`config.mk`:
```
export PLATFORM = sky130hd
export DESIGN_NAME = spike_frame_builder
export DESIGN_NICKNAME = d
export VERILOG_FILES = /design/src/rtl/spike_pkg.sv /design/src/rtl/decoder.sv /design/src/rtl/spike_frame_builder.sv
export SDC_FILE = /design/constraint.sdc
export NUM_CORES = 1
export LEC_CHECK = 0
export ABC_AREA = 1
export CORE_ASPECT_RATIO = 0.6
export CORE_MARGIN = 2
export CORE_UTILIZATION = 64
export CTS_BUF_LIST = sky130_fd_sc_hd__clkbuf_8
export CTS_CLUSTER_SIZE = 30
export DETAILED_ROUTE_END_ITERATION = 6
export DONT_BUFFER_PORTS = 1
export PLACE_DENSITY_LB_ADDON = 0.3
export SLEW_MARGIN = 20
export SYNTH_ARGS = -nofsm -noshare
export SYNTH_HDL_FRONTEND = slang
export SYNTH_SLANG_ARGS = --single-unit
```
`constraint.sdc`:
```
create_clock -name clk -period 2.1 [get_ports clk]
set_clock_uncertainty 0.05 [all_clocks]
set_input_delay 0.42 -clock clk [delete_from_list [all_inputs] [get_ports clk]]
set_output_delay 0.42 -clock clk [all_outputs]
set_load 0.01 [all_outputs]
```
`src/rtl/spike_pkg.sv`:
```
// spike_pkg: shared state encoding and width helper for the spike frame builder
package spike_pkg;
  typedef enum logic [1:0] {IDLE, COLLECT, PENDING} sfb_state_t;
  function automatic int shift_w(input int max_mag);
    return $clog2(2 * max_mag + 1);
  endfunction
endpackage

```
`src/rtl/decoder.sv`:
```
// decoder: binary to one-hot, all zeros when the input is out of range
module decoder #(
  parameter int IN_W = 3,
  parameter int OUT_N = 5
) (
  input  logic [IN_W-1:0]  sel_i,
  output logic [0:OUT_N-1] onehot_o
);
  for (genvar i = 0; i < OUT_N; i++) begin : g_bit
    assign onehot_o[i] = sel_i == IN_W'(i);
  end
endmodule

```
`src/rtl/spike_frame_builder.sv`:
```
// spike_frame_builder: samples a spike line over LEN cycles into a frame and
// presents it with a one-hot shift through a valid/ready output slot
module spike_frame_builder
  import spike_pkg::*;
#(
  parameter int LEN = 8,
  parameter int MAX_SHIFT_MAG = 2,
  localparam int SHIFT_W = shift_w(MAX_SHIFT_MAG),
  localparam int OH_N = 2 * MAX_SHIFT_MAG + 1,
  localparam int CNT_W = $clog2(LEN)
) (
  input  logic               clk,
  input  logic               rst_n,
  input  logic               start,
  input  logic               spike_in,
  input  logic [SHIFT_W-1:0] shift_in,
  output logic [0:LEN-1]     frame_out,
  output logic [0:OH_N-1]    shift_onehot_out,
  output logic               out_valid,
  input  logic               out_ready,
  output logic               busy,
  output logic               start_drop
);
  sfb_state_t state_q, state_d;
  logic [CNT_W-1:0] count_q, count_d;
  logic [0:LEN-1] buf_q, buf_d, frame_q, frame_d;
  logic [0:OH_N-1] shift_q, shift_d, onehot_q, onehot_d, dec_oh;
  logic valid_q, valid_d, drop_q, drop_d;
  logic slot_free, last, xfer;

  decoder #(.IN_W(SHIFT_W), .OUT_N(OH_N)) u_dec (.sel_i(shift_in), .onehot_o(dec_oh));

  assign slot_free = !valid_q || out_ready;
  assign last = count_q == CNT_W'(LEN - 1);
  assign xfer = slot_free && ((state_q == COLLECT && last) || state_q == PENDING);

  always_ff @(posedge clk or negedge rst_n) begin
    if (!rst_n) state_q <= IDLE;
    else state_q <= state_d;
  end

  always_comb begin
    state_d = state_q;
    case (state_q)
      IDLE:    state_d = start ? COLLECT : IDLE;
      COLLECT: state_d = !last ? COLLECT : slot_free ? IDLE : PENDING;
      PENDING: state_d = slot_free ? IDLE : PENDING;
      default: state_d = IDLE;
    endcase
  end

  // the final sample joins the buffer in the same cycle it is transferred
  always_comb begin
    buf_d = buf_q;
    count_d = count_q;
    shift_d = shift_q;
    if (state_q == IDLE && start) begin
      buf_d = '0;
      buf_d[0] = spike_in;
      count_d = CNT_W'(1);
      shift_d = dec_oh;
    end else if (state_q == COLLECT) begin
      buf_d[count_q] = spike_in;
      count_d = count_q + 1'b1;
    end
    frame_d = xfer ? buf_d : frame_q;
    onehot_d = xfer ? shift_q : onehot_q;
    valid_d = xfer || (valid_q && !out_ready);
    drop_d = start && state_q != IDLE;
  end

  always_ff @(posedge clk or negedge rst_n) begin
    if (!rst_n) begin
      count_q <= '0;
      buf_q <= '0;
      shift_q <= '0;
      frame_q <= '0;
      onehot_q <= '0;
      valid_q <= 1'b0;
      drop_q <= 1'b0;
    end else begin
      count_q <= count_d;
      buf_q <= buf_d;
      shift_q <= shift_d;
      frame_q <= frame_d;
      onehot_q <= onehot_d;
      valid_q <= valid_d;
      drop_q <= drop_d;
    end
  end

  assign frame_out = frame_q;
  assign shift_onehot_out = onehot_q;
  assign out_valid = valid_q;
  assign busy = state_q != IDLE;
  assign start_drop = drop_q;
endmodule

```
== Yosys cells after proc, flatten, opt, wreduce, memory -nomap -nowiden ==
Index checks and enable logic that the tools add are counted.

* Bits in registers: 33
* Output and inout port bits: 16
* Word-level logic and storage cells: 45

* $add $sub $neg: 1
* Reductions and logical operators: 15
* Magnitude comparators: 2
* Multiplexer cells: 11
* Bitwise operators: 1
* Equality and inequality tests: 7

{| class="wikitable"
|+ Operators with widths
! operator !! number
|-
| $mux 8 || 2
|-
| $bwmux 8 || 1
|-
| $eq 3x2->1 const B || 2
|-
| $eq 3x3->1 const B || 2
|-
| $logic_and 1x1->1 || 6
|-
| $mux 3 || 2
|-
| $pmux 2 s3 || 1
|-
| $ge 4x4->1 const B || 1
|-
| $lt 4x1->1 const B || 1
|-
| $mux 2 || 2
|-
| $not 3->4 || 1
|-
| $reduce_bool 2->1 || 2
|-
| $add 3x1->3 const B || 1
|-
| $demux 1 s3 || 1
|-
| $eq 3x1->1 const B || 1
|-
| $logic_not 3->1 || 1
|-
| $logic_or 1x1->1 || 3
|-
| $eq 2x1->1 const B || 1
|-
| $eq 2x2->1 const B || 1
|-
| $logic_not 1->1 || 2
|-
| $logic_not 2->1 || 1
|-
| $mux 1 || 2
|}

== Longest topological paths before layout ==
* Word-level depth: 8
* Depth in mapped cells: 8

== Modules after synthesis ==
Synthesis repeated with hierarchy kept, for this count alone.

* Cells, all modules: 176
* Area total of the unflattened synthesis: 1491.4 µm²

{| class="wikitable"
|+ By module, submodules not included
! module !! times used !! area each (µm²) !! cells an instance
|-
| spike_frame_builder || 1 || 1450.1 || 165
|-
| decoder || 1 || 41.3 || 11
|}

== Worst setup path after synthesis ==
No wires, ideal clock.

* Path type: register to register
* Start: reg count_q[0]
* End: reg frame_q, in the netlist frame_out[1]
* Data arrival time: 1413 ps
* Slack: 519 ps
* Stages on the path, launching flop included: 9
* Setup time: 118 ps
* Buffers on the path: 1
* Cell sequence: dfrtp_1 ha_1 ha_1 nand3_2 a21oi_4 inv_4 buf_6 nand2_1 nand2_1

* Cells in the longest elaborated chain, start to end: 8

{| class="wikitable"
|+ RTL lines
! element !! RTL line !! text
|-
| start: declaration || spike_frame_builder.sv:25 || <nowiki>logic [CNT_W-1:0] count_q, count_d;</nowiki>
|-
| start signal: assignment || spike_frame_builder.sv:82 || <nowiki>count_q <= count_d;</nowiki>
|-
| $not 3->4 (implied by the code) || spike_frame_builder.sv:63 || <nowiki>buf_d[count_q] = spike_in;</nowiki>
|-
| $ge 4x4->1 (implied by the code) / $lt 4x1->1 (equally long branches) || spike_frame_builder.sv:63 ||
|-
| $logic_and 1x1->1 (implied by the code) || spike_frame_builder.sv:63 ||
|-
| $mux 1 (implied by the code) || spike_frame_builder.sv:63 ||
|-
| $demux 1 s3 || spike_frame_builder.sv:63 ||
|-
| $bwmux 8 || spike_frame_builder.sv:63 ||
|-
| $mux 8 || spike_frame_builder.sv:62 || <nowiki>end else if (state_q == COLLECT) begin</nowiki>
|-
| $mux 8 || spike_frame_builder.sv:57 || <nowiki>if (state_q == IDLE && start) begin</nowiki>
|-
| end signal: assignment || spike_frame_builder.sv:85 || <nowiki>frame_q <= frame_d;</nowiki>
|-
| end: declaration || spike_frame_builder.sv:26 || <nowiki>logic [0:LEN-1] buf_q, buf_d, frame_q, frame_d;</nowiki>
|}

Parallel ways exist; a longest one is shown, timed or not.
A chain may end at the register's enable or synchronous reset.

== Final worst setup path ==
* Start: reg count_q[0]
* End: reg onehot_q, in the netlist shift_onehot_out[0]

* Cells in the longest elaborated chain, start to end: 4

{| class="wikitable"
|+ RTL lines
! element !! RTL line !! text
|-
| $eq 3x3->1 || spike_frame_builder.sv:34 || <nowiki>assign last = count_q == CNT_W'(LEN - 1);</nowiki>
|-
| $logic_and 1x1->1 || spike_frame_builder.sv:35 || <nowiki>assign xfer = slot_free && ((state_q == COLLECT && last) || state_q == PENDING);</nowiki>
|-
| $logic_or 1x1->1 || spike_frame_builder.sv:35 ||
|-
| $logic_and 1x1->1 || spike_frame_builder.sv:35 ||
|-
| end signal: assignment || spike_frame_builder.sv:86 || <nowiki>onehot_q <= onehot_d;</nowiki>
|-
| end: declaration || spike_frame_builder.sv:27 || <nowiki>logic [0:OH_N-1] shift_q, shift_d, onehot_q, onehot_d, dec_oh;</nowiki>
|}

Every way passes these cells.

==> results.txt <==
layout cells sized above 1: 7.910%
Place WS: 0.3019 ns
CP max stage delay: 0.46 ns
Max VDD drop: 742.7 µV
largest net degree at the start of global routing: 34
max-cap violation count: 0
synthesized area: 0.001496 mm²
Worst Max-Slew Pin Slew: 0.5720 ns
Min-Delay Path Class: primary input to register
crit path time final: 1.805 ns
Synth top area share: 55.18%
CP Launch Type: register
CP Class: register to register
Post-synth EDFFs: 0
vias post-DR: 1114
clock slew at reported path FFs: 0.06 ns
antenna violations before repair: 0
crit path buf inv count: 1
Relative slew margins: 61.78%
Final HPWL DP: 2065 µm
FF-to-FF End: shift_onehot_out[0]
kind of cell adding the most delay to the critical path: compound AO/OA/AOI/OAI gates
Min Hold Slack: 0.2087 ns
largest area contributor in the netlist: dfrtp_1
final setup vio count: 0
H-Tree Depth: 2
die height: 41.46 µm
CP required: 2.24 ns
CP max stage cell: dfrtp_1
critical path peak fanout: 18
CP arrival: 1.94 ns
post-route cell area: 0.001623 mm²
Synth area leaders: dfrtp_1 55%, nand2_1 12%, inv_1 6.8%
Layout Nets: 186
drt total wl: 2896 µm
top-count cell post-synth: nand2_1
die area: 0.002754 mm²
Synth warnings: 0
1st-iter DRT viols: 104
GRT Resource Usage Total: 24.31%
Most common cell on crit path: ha_1
Syn Area/Cell: 8.803 µm²
Yosys reg bits: 33
num ports: 24
post-route ant nets: 0
row count: 13
clk buf depth: 2
hold_sp: start
core area: 0.002196 mm²
Antenna diodes: 0
maximum clock frequency: 554.0 MHz
Yosys cell types: 20
synthesized instance count: 170
number of iterations in the first detailed-routing pass: 4
CP endpoint kind: register
Synth Net Count: 180
ys flop type: dfrtp_1
DP Area: 0.001513 mm²
setup TNS: 0 ns
worst skew pair latency: 0.29 ns
Tcrit/Tclk final: 85.96%
PortBufs: 0
total congestion overflow: 0
worst reg2reg setup slack: 0.29 ns
initial cell density of the core: 68.15%
die width: 66.43 µm
DRC Markers: 0
Final Hold Violating Endpoints: 0
Final WS setup: 0.2949 ns
Post-synth top cells: 46 x nand2_1, 33 x dfrtp_1, 27 x inv_1
fin. max-slew vios: 0
synthesis-to-finish area growth: 8.445%
DR vias/cell: 5.382
status: finished, final reports clean
Layout Utilization: 73.90%
RSZ-0062 raised after global routing: no
CTS buffer count: 5
Hold EP: start_drop
CP Cell Sequence: ha_1 -> ha_1 -> nand3_2 -> a21oi_4 -> inv_4 -> o21ai_0
worst reg2reg path startpoint: count_q[0]
leakage power: 0.0008721 µW
PD cells: 1403 mW/mm²
ys async rst share: 100.0%
global-route wire length before repair: 4816 µm
vias in the first global route: 1091
post-synthesis sequential area ratio: 55.18%
hold-critical path depth: 2
routed len/inst: 13.99 µm
TritonCTS clock tree: yes
GP Congestion: 0.8364
Clock Sinks: 33
worst reg2reg path depth: 6
cell at the root of the clock tree: clkbuf_8
[worst reg2reg max path, stage by stage, from the launching register on]
cell and delay (ns):
dfrtp_1 0.46, ha_1 0.20, ha_1 0.18, nand3_2 0.11
a21oi_4 0.30, inv_4 0.15, o21ai_0 0.24
[per-layer routing]
layer | track usage [%] | share of wire [%] | routed length [µm] | vias to the layer above
met1 | 32.24 | 46 | 1329 | 525
met4 | 11.84 | 0.93 | 27 | 0
li1 | - | - | - | 555
met2 | 35.20 | 46 | 1329 | 29
met5 | 0 | 0 | 0 | -
met3 | 9.214 | 7.2 | 209 | 5
[cells in the final DEF, fill, tap and decap left out, drive strengths merged, types with 2 or more instances in the layout]
cell type  Yosys  layout
o21bai         3       3
dfrtp         33      33
nor2          10      10
nand4         13      13
nand2         47      47
ha             2       2
clkbuf         0       5
o21ai         13      13
and3           7       7
inv           29      32
nand3          8       8
[per-stage QoR]
step	std cells	power, µW
after floorplan	170	1662
after global placement	197	1773
after detailed placement	197	1831
after CTS	207	2285
after global routing	207	2473
final	207	2278
[logic make-up after synthesis]
group	after synthesis	synth area share, %
buf+inv	32	8.863
simple gates	86	26.84
compound gates	17	7.442
flops	33	55.18
fa+ha+maj	2	1.672
[state kept, by name (all words and copies together) (netlist names)]
signal	count
buf_q	8
frame_out	8
shift_onehot_out	5
shift_q	5
count_q	3
state_q	2
out_valid	1
start_drop	1
[final cells by class]
cell class | instances | area [µm²]
fillers | 148 | 573.1
clock inverters | 3 | 11.26
multi-input cells | 105 | 538.0
repair buffers | 2 | 30.03
inverters | 29 | 111.4
flip-flops and latches | 33 | 825.8
well taps | 30 | 37.54
clock buffers | 5 | 68.82
[how the worst max path moves through the flow]
stage,from,end,slack (ns),cells past startpoint
global route,count_q[0],shift_onehot_out[0],0.17,6
global placement,count_q[0],shift_onehot_out[0],0.49,7
floorplan,count_q[0],frame_out[1],0.52,8
CTS,count_q[0],shift_onehot_out[0],0.29,6
finish,count_q[0],shift_onehot_out[0],0.29,6
detailed placement,count_q[0],shift_onehot_out[0],0.30,6
[power by group]
| part | total [µW] | leakage [µW] | internal [µW] | switching, µW |
|---|---|---|---|---|
| clock | 435 | 0.0000519 | 220 | 215 |
| combinational | 749 | 0.000395 | 264 | 485 |
| sequential | 1090 | 0.000426 | 885 | 209 |
| total | 2280 | 0.000872 | 1370 | 908 |
[repair_timing]
| action | CTS | global route |
|---|---|---|
| hold buffers | 2 | 0 |
| resized for setup | 0 | 0 |
| buffers inserted | 0 | 0 |
| hold endpoints to repair | 33 | 0 |
| setup endpoints to repair | 0 | 0 |
(Power assumes the default switching activity.)
==> RTL edit: new RTL, same settings <==
`LEN`: 8 -> 16.
--- a/src/rtl/spike_frame_builder.sv
+++ b/src/rtl/spike_frame_builder.sv
@@ -5,3 +5,3 @@
 #(
-  parameter int LEN = 8,
+  parameter int LEN = 16,
   parameter int MAX_SHIFT_MAG = 2,
Interface: changed (resized frame_out); port bits go from 24 to 32. No check against the original RTL was run, so the function may have changed too.
==> RTL edit against the unedited design <==
Wire length rose by 54%; area after synthesis rose by 56%; sequential cell count increased by 17; sequential power increased by 49%; design area rose by 53%; worst hold slack gained 0.026 ns; total power up 47%; setup slack better by 0.090 ns.
==> RTL edit: results (changes against the unedited design) <==
Run status
  • Status: completed (unchanged)

Final layout
  • Non-clock buffer count: 4 (was 2)
  • Share of cells above drive strength 1: 9.81% (was 7.91%)
  • Finished Core Util: 73.6% (was 73.9%)
  • Number of non-clock inverters: 24 (was 29)
  • ClkCell Share: 3.69% (was 4.93%)
  • Layout clock buffers: 6 (was 5)
  • Nets: 276 (was 186)
  • Buffering overhead: 2.12% (was 1.85%)
  • Footprint of the multi-input gates: 935 um^2 (was 538 um^2)
  • #MultiIn Comb: 179 (was 105)
  • Seq/total area: 50.5% (was 50.9%)

Place
  • Placed Instances: 300 (was 197)
  • Post-Place Worst Slack: 0.398 ns (was 0.302 ns)
  • GP Congestion: 0.810 (was 0.836)
  • Placed Area: 2350 um^2 (was 1510 um^2)

Synth
  • Yosys reg bits: 50 (was 33)
  • Async S/R FF share, synth: 100% (unchanged)
  • Cells after Synth: 261 (was 170)
  • Synth Area in Compound Gates: 8.30% (was 7.44%)
  • Seq/Total Area, Yosys: 53.5% (was 55.2%)
  • Synth Area in Adders: 2.14% (was 1.67%)
  • Largest cells by area after synthesis: dfrtp_1, nand2_1, nor2_1 (was dfrtp_1, nand2_1, inv_1)
  • Most used DFF post-synth: dfrtp_1 (unchanged)
  • Synth cell types: 26 (was 20)
  • Net count after synthesis: 273 (was 180)

Drt
  • Met3 WL: 267 um (was 209 um)
  • Drt total wl: 4.46 mm (was 2.90 mm)
  • Met2 wire len: 1.90 mm (was 1.33 mm)
  • Initial drt markers: 140 (was 104)
  • WL per Instance: 14.4 um (was 14.0 um)
  • Vias per Instance: 5.39 (was 5.38)
  • Wire length on met1: 2.25 mm (was 1.33 mm)

Clock tree
  • Clock slew at reported path FFs: 0.09 ns (was 0.06 ns)
  • Post-CTS sizing: 0 (unchanged)
  • Hold Buf Count CTS: 2 (unchanged)
  • CTS H-tree lvls: 2 (unchanged)

Pwr
  • Net Switching: 0.00136 W (was 0.000908 W)
  • Clk pwr: 0.000566 W (was 0.000435 W)
  • Pleak: 1.25 nW (was 0.872 nW)
  • Clock power share: 16.9% (was 19.1%)
  • Combinational fraction of design power: 34.8% (was 32.9%)
  • Maximum vdd drop: 777 uV (was 743 uV)

Global route
  • Largest net degree at the start of global routing: 51 (was 34)
  • Routing usage on met3: 6.89% (was 9.21%)
  • Tot GR Track Use: 24.6% (was 24.3%)
  • Global-route wire length before repair: 7.54 mm (was 4.82 mm)
  • Vias in the first global route: 1,651 (was 1,091)
  • Initial antenna violation count: 0 (unchanged)
  • M2 GR Usage: 36.3% (was 35.2%)
  • Global routing usage on met1: 36.1% (was 32.2%)

Critical path
  • Max stage delay on crit path: 0.42 ns (was 0.46 ns)
  • Worst-path fanout max: 19 (was 18)

Floorplan
  • Die width: 82.0 um (was 66.4 um)

Timing
  • Relative slew slack: 74.0% (was 61.8%)
[RTL edit: changes by cell type after synthesis, moves of 7 or more]
| cell | before | now |
|---|---|---|
| nor2_1 | 9 | 31 |
| dfrtp_1 | 33 | 50 |
| nand2_1 | 46 | 60 |
| nand3_1 | 7 | 19 |
| nor3_1 | 0 | 8 |
| and3_1 | 7 | 0 |
[RTL edit: final timing paths]
check | startpoint | slack [ns] | cells after the start | endpoint
max in group asynchronous | rst_n | 1.21 | 2 | shift_onehot_out[4]
worst max-delay path | count_q[0] | 0.38 | 7 | shift_onehot_out[3]
worst min register to register | buf_q[2] | 0.48 | 2 | buf_q[2]
worst max register to register | count_q[0] | 0.38 | 7 | shift_onehot_out[3]
worst min-delay path | spike_in | 0.23 | 2 | buf_q[6]
min in group asynchronous | rst_n | 0.57 | 2 | count_q[1]
